**src/rtl/stopwatch_counter_pkg.sv**
```systemverilog
// rtl/stopwatch_counter_pkg.sv - shared constants and run/pause state encoding for the stopwatch core
package stopwatch_counter_pkg;
   localparam int MAX_SEC_DEF = 59;
   localparam int MAX_MIN_DEF = 59;

   typedef enum logic {
      ST_RUN   = 1'b0,
      ST_PAUSE = 1'b1
   } state_e;
endpackage

```
**src/rtl/stopwatch_counter_if.sv**
```systemverilog
// rtl/stopwatch_counter_if.sv - control pulses in, BCD time digits and status out
interface stopwatch_counter_if;
   logic       tick_1hz;
   logic       tick_2hz;
   logic       pause_pulse;
   logic       adj;
   logic       sel;
   logic [2:0] min1;
   logic [3:0] min0;
   logic [2:0] sec1;
   logic [3:0] sec0;
   logic       paused;
   logic       blink_phase;

   modport slave (
      input  tick_1hz, tick_2hz, pause_pulse, adj, sel,
      output min1, min0, sec1, sec0, paused, blink_phase
   );

   modport master (
      output tick_1hz, tick_2hz, pause_pulse, adj, sel,
      input  min1, min0, sec1, sec0, paused, blink_phase
   );
endinterface

```
**src/rtl/stopwatch_counter_bcd_mod_counter.sv**
```systemverilog
// rtl/stopwatch_counter_bcd_mod_counter.sv - two-digit BCD counter 0..MAX that wraps to 0
module bcd_mod_counter
   import stopwatch_counter_pkg::*;
#(
   parameter int MAX = MAX_SEC_DEF
) (
   input  logic       clk_i,
   input  logic       clr_i,
   input  logic       inc_i,
   output logic [2:0] tens_o,
   output logic [3:0] units_o,
   output logic       carry_out_o
);
   localparam logic [2:0] MAX_T = 3'(MAX / 10);
   localparam logic [3:0] MAX_U = 4'(MAX % 10);

   logic [2:0] tens_q, tens_d;
   logic [3:0] units_q, units_d;
   logic       at_max;

   assign at_max      = (tens_q == MAX_T) && (units_q == MAX_U);
   assign carry_out_o = inc_i && at_max;

   // Wrap is decided on the whole value so no digit ever passes through an out-of-range code.
   always_comb begin
      tens_d  = tens_q;
      units_d = units_q;
      if (inc_i) begin
         if (at_max) begin
            tens_d  = 3'd0;
            units_d = 4'd0;
         end else if (units_q == 4'd9) begin
            tens_d  = tens_q + 3'd1;
            units_d = 4'd0;
         end else begin
            units_d = units_q + 4'd1;
         end
      end
   end

   always_ff @(posedge clk_i) begin
      if (clr_i) begin
         tens_q  <= 3'd0;
         units_q <= 4'd0;
      end else begin
         tens_q  <= tens_d;
         units_q <= units_d;
      end
   end

   assign tens_o  = tens_q;
   assign units_o = units_q;
endmodule

```
**src/rtl/stopwatch_counter.sv**
```systemverilog
// rtl/stopwatch_counter.sv - MM:SS stopwatch core with run/pause FSM, no-carry adjust mode and blink phase
module stopwatch_counter
   import stopwatch_counter_pkg::*;
#(
   parameter int MAX_MIN = MAX_MIN_DEF,
   parameter int MAX_SEC = MAX_SEC_DEF
) (
   input logic                 clk,
   input logic                 rst,
   stopwatch_counter_if.slave  sw
);
   state_e state_q, state_d;
   logic   blink_q, blink_d;
   logic   sec_inc, min_inc, sec_carry, run_tick;

   // Counting is gated by the pre-toggle state; adjust mode never carries.
   assign run_tick = !sw.adj && (state_q == ST_RUN) && sw.tick_1hz;
   assign sec_inc  = sw.adj ? (sw.tick_2hz && sw.sel) : run_tick;
   assign min_inc  = sw.adj ? (sw.tick_2hz && !sw.sel) : sec_carry;

   bcd_mod_counter #(.MAX(MAX_SEC)) u_sec (
      .clk_i       (clk),
      .clr_i       (rst),
      .inc_i       (sec_inc),
      .tens_o      (sw.sec1),
      .units_o     (sw.sec0),
      .carry_out_o (sec_carry)
   );

   bcd_mod_counter #(.MAX(MAX_MIN)) u_min (
      .clk_i       (clk),
      .clr_i       (rst),
      .inc_i       (min_inc),
      .tens_o      (sw.min1),
      .units_o     (sw.min0),
      .carry_out_o ()
   );

   always_comb begin
      state_d = state_q;
      blink_d = 1'b0;
      if (sw.pause_pulse) begin
         state_d = (state_q == ST_RUN) ? ST_PAUSE : ST_RUN;
      end
      if (sw.adj) begin
         blink_d = blink_q ^ sw.tick_2hz;
      end
   end

   always_ff @(posedge clk) begin
      if (rst) begin
         state_q <= ST_RUN;
         blink_q <= 1'b0;
      end else begin
         state_q <= state_d;
         blink_q <= blink_d;
      end
   end

   assign sw.paused      = (state_q == ST_PAUSE);
   assign sw.blink_phase = blink_q;
endmodule

```
**src/flat_wrapper.sv**
```systemverilog
// flat-port wrapper written by rule: the top's interface ports become plain ports
module stopwatch_counter_flat import stopwatch_counter_pkg::*;
#(
   parameter int MAX_MIN = MAX_MIN_DEF,
   parameter int MAX_SEC = MAX_SEC_DEF
)
  (clk, rst, sw_tick_1hz, sw_tick_2hz, sw_pause_pulse, sw_adj, sw_sel, sw_min1, sw_min0, sw_sec1, sw_sec0, sw_paused, sw_blink_phase);
  stopwatch_counter_if sw_i ();
  input logic clk;
  input logic rst;
  input wire logic [$bits(sw_i.tick_1hz)-1:0] sw_tick_1hz;
  input wire logic [$bits(sw_i.tick_2hz)-1:0] sw_tick_2hz;
  input wire logic [$bits(sw_i.pause_pulse)-1:0] sw_pause_pulse;
  input wire logic [$bits(sw_i.adj)-1:0] sw_adj;
  input wire logic [$bits(sw_i.sel)-1:0] sw_sel;
  output wire logic [$bits(sw_i.min1)-1:0] sw_min1;
  output wire logic [$bits(sw_i.min0)-1:0] sw_min0;
  output wire logic [$bits(sw_i.sec1)-1:0] sw_sec1;
  output wire logic [$bits(sw_i.sec0)-1:0] sw_sec0;
  output wire logic [$bits(sw_i.paused)-1:0] sw_paused;
  output wire logic [$bits(sw_i.blink_phase)-1:0] sw_blink_phase;
  assign sw_i.tick_1hz = sw_tick_1hz;
  assign sw_i.tick_2hz = sw_tick_2hz;
  assign sw_i.pause_pulse = sw_pause_pulse;
  assign sw_i.adj = sw_adj;
  assign sw_i.sel = sw_sel;
  assign sw_min1 = sw_i.min1;
  assign sw_min0 = sw_i.min0;
  assign sw_sec1 = sw_i.sec1;
  assign sw_sec0 = sw_i.sec0;
  assign sw_paused = sw_i.paused;
  assign sw_blink_phase = sw_i.blink_phase;
  stopwatch_counter #(.MAX_MIN(MAX_MIN), .MAX_SEC(MAX_SEC)) u_core (.clk(clk), .rst(rst), .sw(sw_i));
endmodule
```
**config.mk**
```make
export PLATFORM = sky130hd
export DESIGN_NAME = stopwatch_counter_flat
export DESIGN_NICKNAME = d
export VERILOG_FILES = /design/src/rtl/stopwatch_counter_pkg.sv /design/src/rtl/stopwatch_counter_if.sv /design/src/rtl/stopwatch_counter_bcd_mod_counter.sv /design/src/rtl/stopwatch_counter.sv /design/src/flat_wrapper.sv
export SDC_FILE = /design/constraint.sdc
export NUM_CORES = 1
export LEC_CHECK = 0
export CORE_ASPECT_RATIO = 1.2
export CORE_MARGIN = 2
export CORE_UTILIZATION = 47
export CTS_BUF_LIST = sky130_fd_sc_hd__clkbuf_16
export CTS_CLUSTER_SIZE = 16
export DETAILED_ROUTE_END_ITERATION = 8
export GPL_TIMING_DRIVEN = 1
export PLACE_DENSITY = 0.78
export REMOVE_ABC_BUFFERS = 1
export SETUP_SLACK_MARGIN = 0.5
export SYNTH_ARGS = -nofsm -noshare
export SYNTH_HDL_FRONTEND = slang
export SYNTH_SLANG_ARGS = --single-unit
```
**constraint.sdc**
```tcl
create_clock -name clk -period 2.1 [get_ports clk]
set_input_delay 0.63 -clock clk [delete_from_list [all_inputs] [get_ports clk]]
set_output_delay 0.63 -clock clk [all_outputs]
set_load 0.005 [all_outputs]
```
==> impl_metrics.csv <==
group,metric,value,unit
global_routing,grt_pass1_wl,3840,µm
power_and_ir_drop,finalPower,798,µW
routing,drtIter0Drc,14,
routing,wl,2420,µm
power_and_ir_drop,power.switching,182,µW
power_and_ir_drop,p_sw_share,22.8,%
yosys,ys_seq_area_share,36.3,%
power_and_ir_drop,power_frac_clock,48.0,%
clocking,cts_buffer_depth,2,
cells_and_area,final_layout_size_suffix_gt1_share,41.4,%
power_and_ir_drop,power_frac_seq,39.6,%
cells_and_area,antenna_cells,0,
timing,tightestPinTransition,363,ps
setup_path,endpoint_kind,"register",
cells_and_area,final_cells,164,
routing,final_antenna_net_count,0,
cells_and_area,fin_nets,161,
yosys,synth_cells,102,
clocking,cts_sinks,16,
timing,rsz0062_at_grt,"yes",
timing,timing.fmax,585,MHz
yosys,synth_top_area_cell,"dfxtp_1",
routing,drt-pass1-iter-count,4,
power_and_ir_drop,combPwrFrac,12.5,%
yosys,synth_area_leaders,"dfxtp_1 (36%), ha_1 (11%), a21oi_1 (9.1%), o21ai_0 (5.1%), inv_1 (3.0%)",
yosys,synthesis.area,882,µm²
floorplan,rows,17,
place,place_congestion,0.787,
flow_run,maxCapViolCount,0,
clocking,cts_hold_buf,0,
clocking,clk_pin_slew,50,ps
yosys,synth_warnings,0,
global_routing,grt_overflow_total,0,
yosys,yosys_register_bits,16,
power_and_ir_drop,power.leakage,0.000672,µW
timing,finalCriticalPeriod,1710,ps
yosys,synth_top_area_share,36.3,%
timing,setup_viol,0,
min_path,hold_class,"register to register",
timing,drv_slew,0,
timing,max-slew-margin-rel,75.7,%
min_path,hp-start,"u_core.u_min.units_o[3]",
floorplan,die_h,51.5,µm
cells_and_area,synthToLayoutAreaGrowth,64.3,%
routing,vias,927,
run_status,outcome,"complete, no violations",
timing,clock_skew,4.19,ps
routing,avgRoutedWirePerCell,14.8,µm
floorplan,die_w,43.5,µm
floorplan,start_util,48.8,%
routing,drc_errors,0,
power_and_ir_drop,p_int,616,µW
power_and_ir_drop,ir_worst_vdd,466,µV
floorplan,die_area,2240,µm²
global_routing,grt_use_total,23.4,%
clocking,clk_latency,250,ps
place,hpwl,1520,µm
setup_path,crit_arrival,1890,ps
setup_path,worstPathMaxFanout,2,
power_and_ir_drop,power.density,551,nW/µm²
place,io_buffers,22,
timing,fin_crit_sh,81.3,%
global_routing,grt_max_degree,11,
setup_path,rr_startpoint,"u_core.u_sec.units_o[1]",
timing,finalHoldViolCount,0,
yosys,avgSynthCellArea,8.65,µm²
global_routing,antenna_found_initial,0,
setup_path,startpoint,"sw_adj",
place,dp.cells,149,
setup_path,crit_type,"primary input to register",
clocking,cts_buffers,3,
clocking,tritoncts,"yes",
floorplan,num_io_pins,23,
floorplan,core,1810,µm²
clocking,clockRootBuffer,"clkbuf_16",
setup_path,critPathLaunchType,"primary input",
yosys,yosysUniqueCellTypes,30,
routing,post_drt_via_cell_ratio,5.65,
clocking,cts-htree-levels,1,
setup_path,cp.required,2280,ps
global_routing,first_global_vias,890,
==> critical path: stages <==
cell,delay (ps)
buf_6,100
or3b_4,370
and2_4,150
or4_1,520
a21oi_1,130
==> timing repair <==
action / 4_1_cts / 5_1_grt
resized for setup: 54 / 18
setup endpoints to repair: 30 / 15
gates cloned: 0 / 0
buffers inserted: 7 / 4
pin swaps: 8 / 11
==> flip-flops by register name, indices dropped and copies added (netlist names) <==
| signal | cells |
|---|---|
| u_core.u_sec.units_o | 4 |
| u_core.u_min.tens_o | 3 |
| u_core.u_sec.tens_o | 3 |
| u_core.u_min.units_o | 4 |
| u_core.sw.blink_phase | 1 |
| u_core.sw.paused | 1 |
==> stage by stage <==
step | TNS [ps] | worst slack [ps] | hold WS (ps) | area (µm²) | utilization [%]
finish | 0 | 392 | 483 | 1450 | 80.1
global route | 0 | 340 | 511 | 1450 | 80.1
CTS | 0 | 343 | 489 | 1350 | 74.4
detailed placement | -1110 | -234 | 505 | 1180 | 65.2
global placement | -710 | -188 | 496 | 1180 | 65.2
floorplan | 0 | 298 | 483 | 860 | -
==> per-layer routing <==
metal  wire length (µm)  part of all wire [%]  track usage (%)
met5                  0                     0                0
met4                 63                   2.6             16.7
met3                 88                   3.6             3.53
met2               1310                    54             42.2
met1                962                    40             23.7
==> area by class of cell <==
type	instances	area, µm²
multi-input combinational	75	596
timing repair buffer	43	368
fill	134	359
sequential	16	357
clock buffer	3	75.1
inverter	7	26.3
tap	19	23.8
clock inverter	1	3.75
==> power groups by stage <==
| stage | Clock (µW) | Sequential, µW | Combinational [µW] |
|---|---|---|---|
| after floorplan | 0 | 326 | 30.8 |
| after global placement | 0 | 326 | 80.9 |
| after detailed placement | 0 | 327 | 83.4 |
| after CTS | 386 | 316 | 89.0 |
| after global routing | 399 | 317 | 108 |
| final | 383 | 316 | 99.4 |
==> placed cells by master (no fill, tap or decap), types with 3 or more instances in the layout <==
master | synthesis | routed
dlygate4sd2_1 | 0 | 17
nor2_1 | 4 | 4
o21ai_0 | 9 | 7
nand2_1 | 5 | 5
buf_6 | 1 | 3
dfxtp_4 | 0 | 7
a211oi_1 | 3 | 3
a21oi_1 | 16 | 11
nand3_1 | 5 | 4
clkbuf_16 | 0 | 3
inv_1 | 7 | 5
ha_1 | 8 | 6
a21oi_2 | 0 | 5
dfxtp_2 | 0 | 8
buf_4 | 0 | 20
or3_4 | 0 | 3
==> kinds of logic (layout without fill, tap and decap cells) <==
family	count (synthesis)	in the layout	share of synthesized area [%]
buffers and inverters	11	54	5.53
DFF	16	16	36.3
xor gates and xnor gates	2	2	1.99
and+or+nand+nor	31	31	22.6
AOI/OAI and AO/OA	34	34	22.3
adders and majority gates	8	8	11.3
==> worst paths after layout <==
path         cells after the start  slack [ps]                      end
min                              1         480  u_core.u_min.units_o[3]
max reg2reg                      6         410  u_core.u_min.units_o[2]
min reg2reg                      1         480  u_core.u_min.units_o[3]
max                              5         390  u_core.u_sec.units_o[2]
==> synth_stat cells <==
cell type and instances:
a21oi_1 16, and3b_1 2, nor2_1 4, clkbuf_1 2, nand4b_1 2, or3_1 3
ha_1 8, buf_6 1, o21a_1 1, nor3b_1 1, and2_1 1, xnor2_1 2
and2_4 1, a211oi_1 3, o31a_1 1, nand3_1 5, buf_1 1, or3b_4 1
nand3b_4 1, a211o_1 1, nand3b_1 1, o21ai_0 9, a21bo_2 1, o31ai_1 1
nor3_1 2, dfxtp_1 16, a31oi_1 1, nand2_1 5, inv_1 7, or4_1 2
No activity file was read; power rests on OpenSTA's default activity.
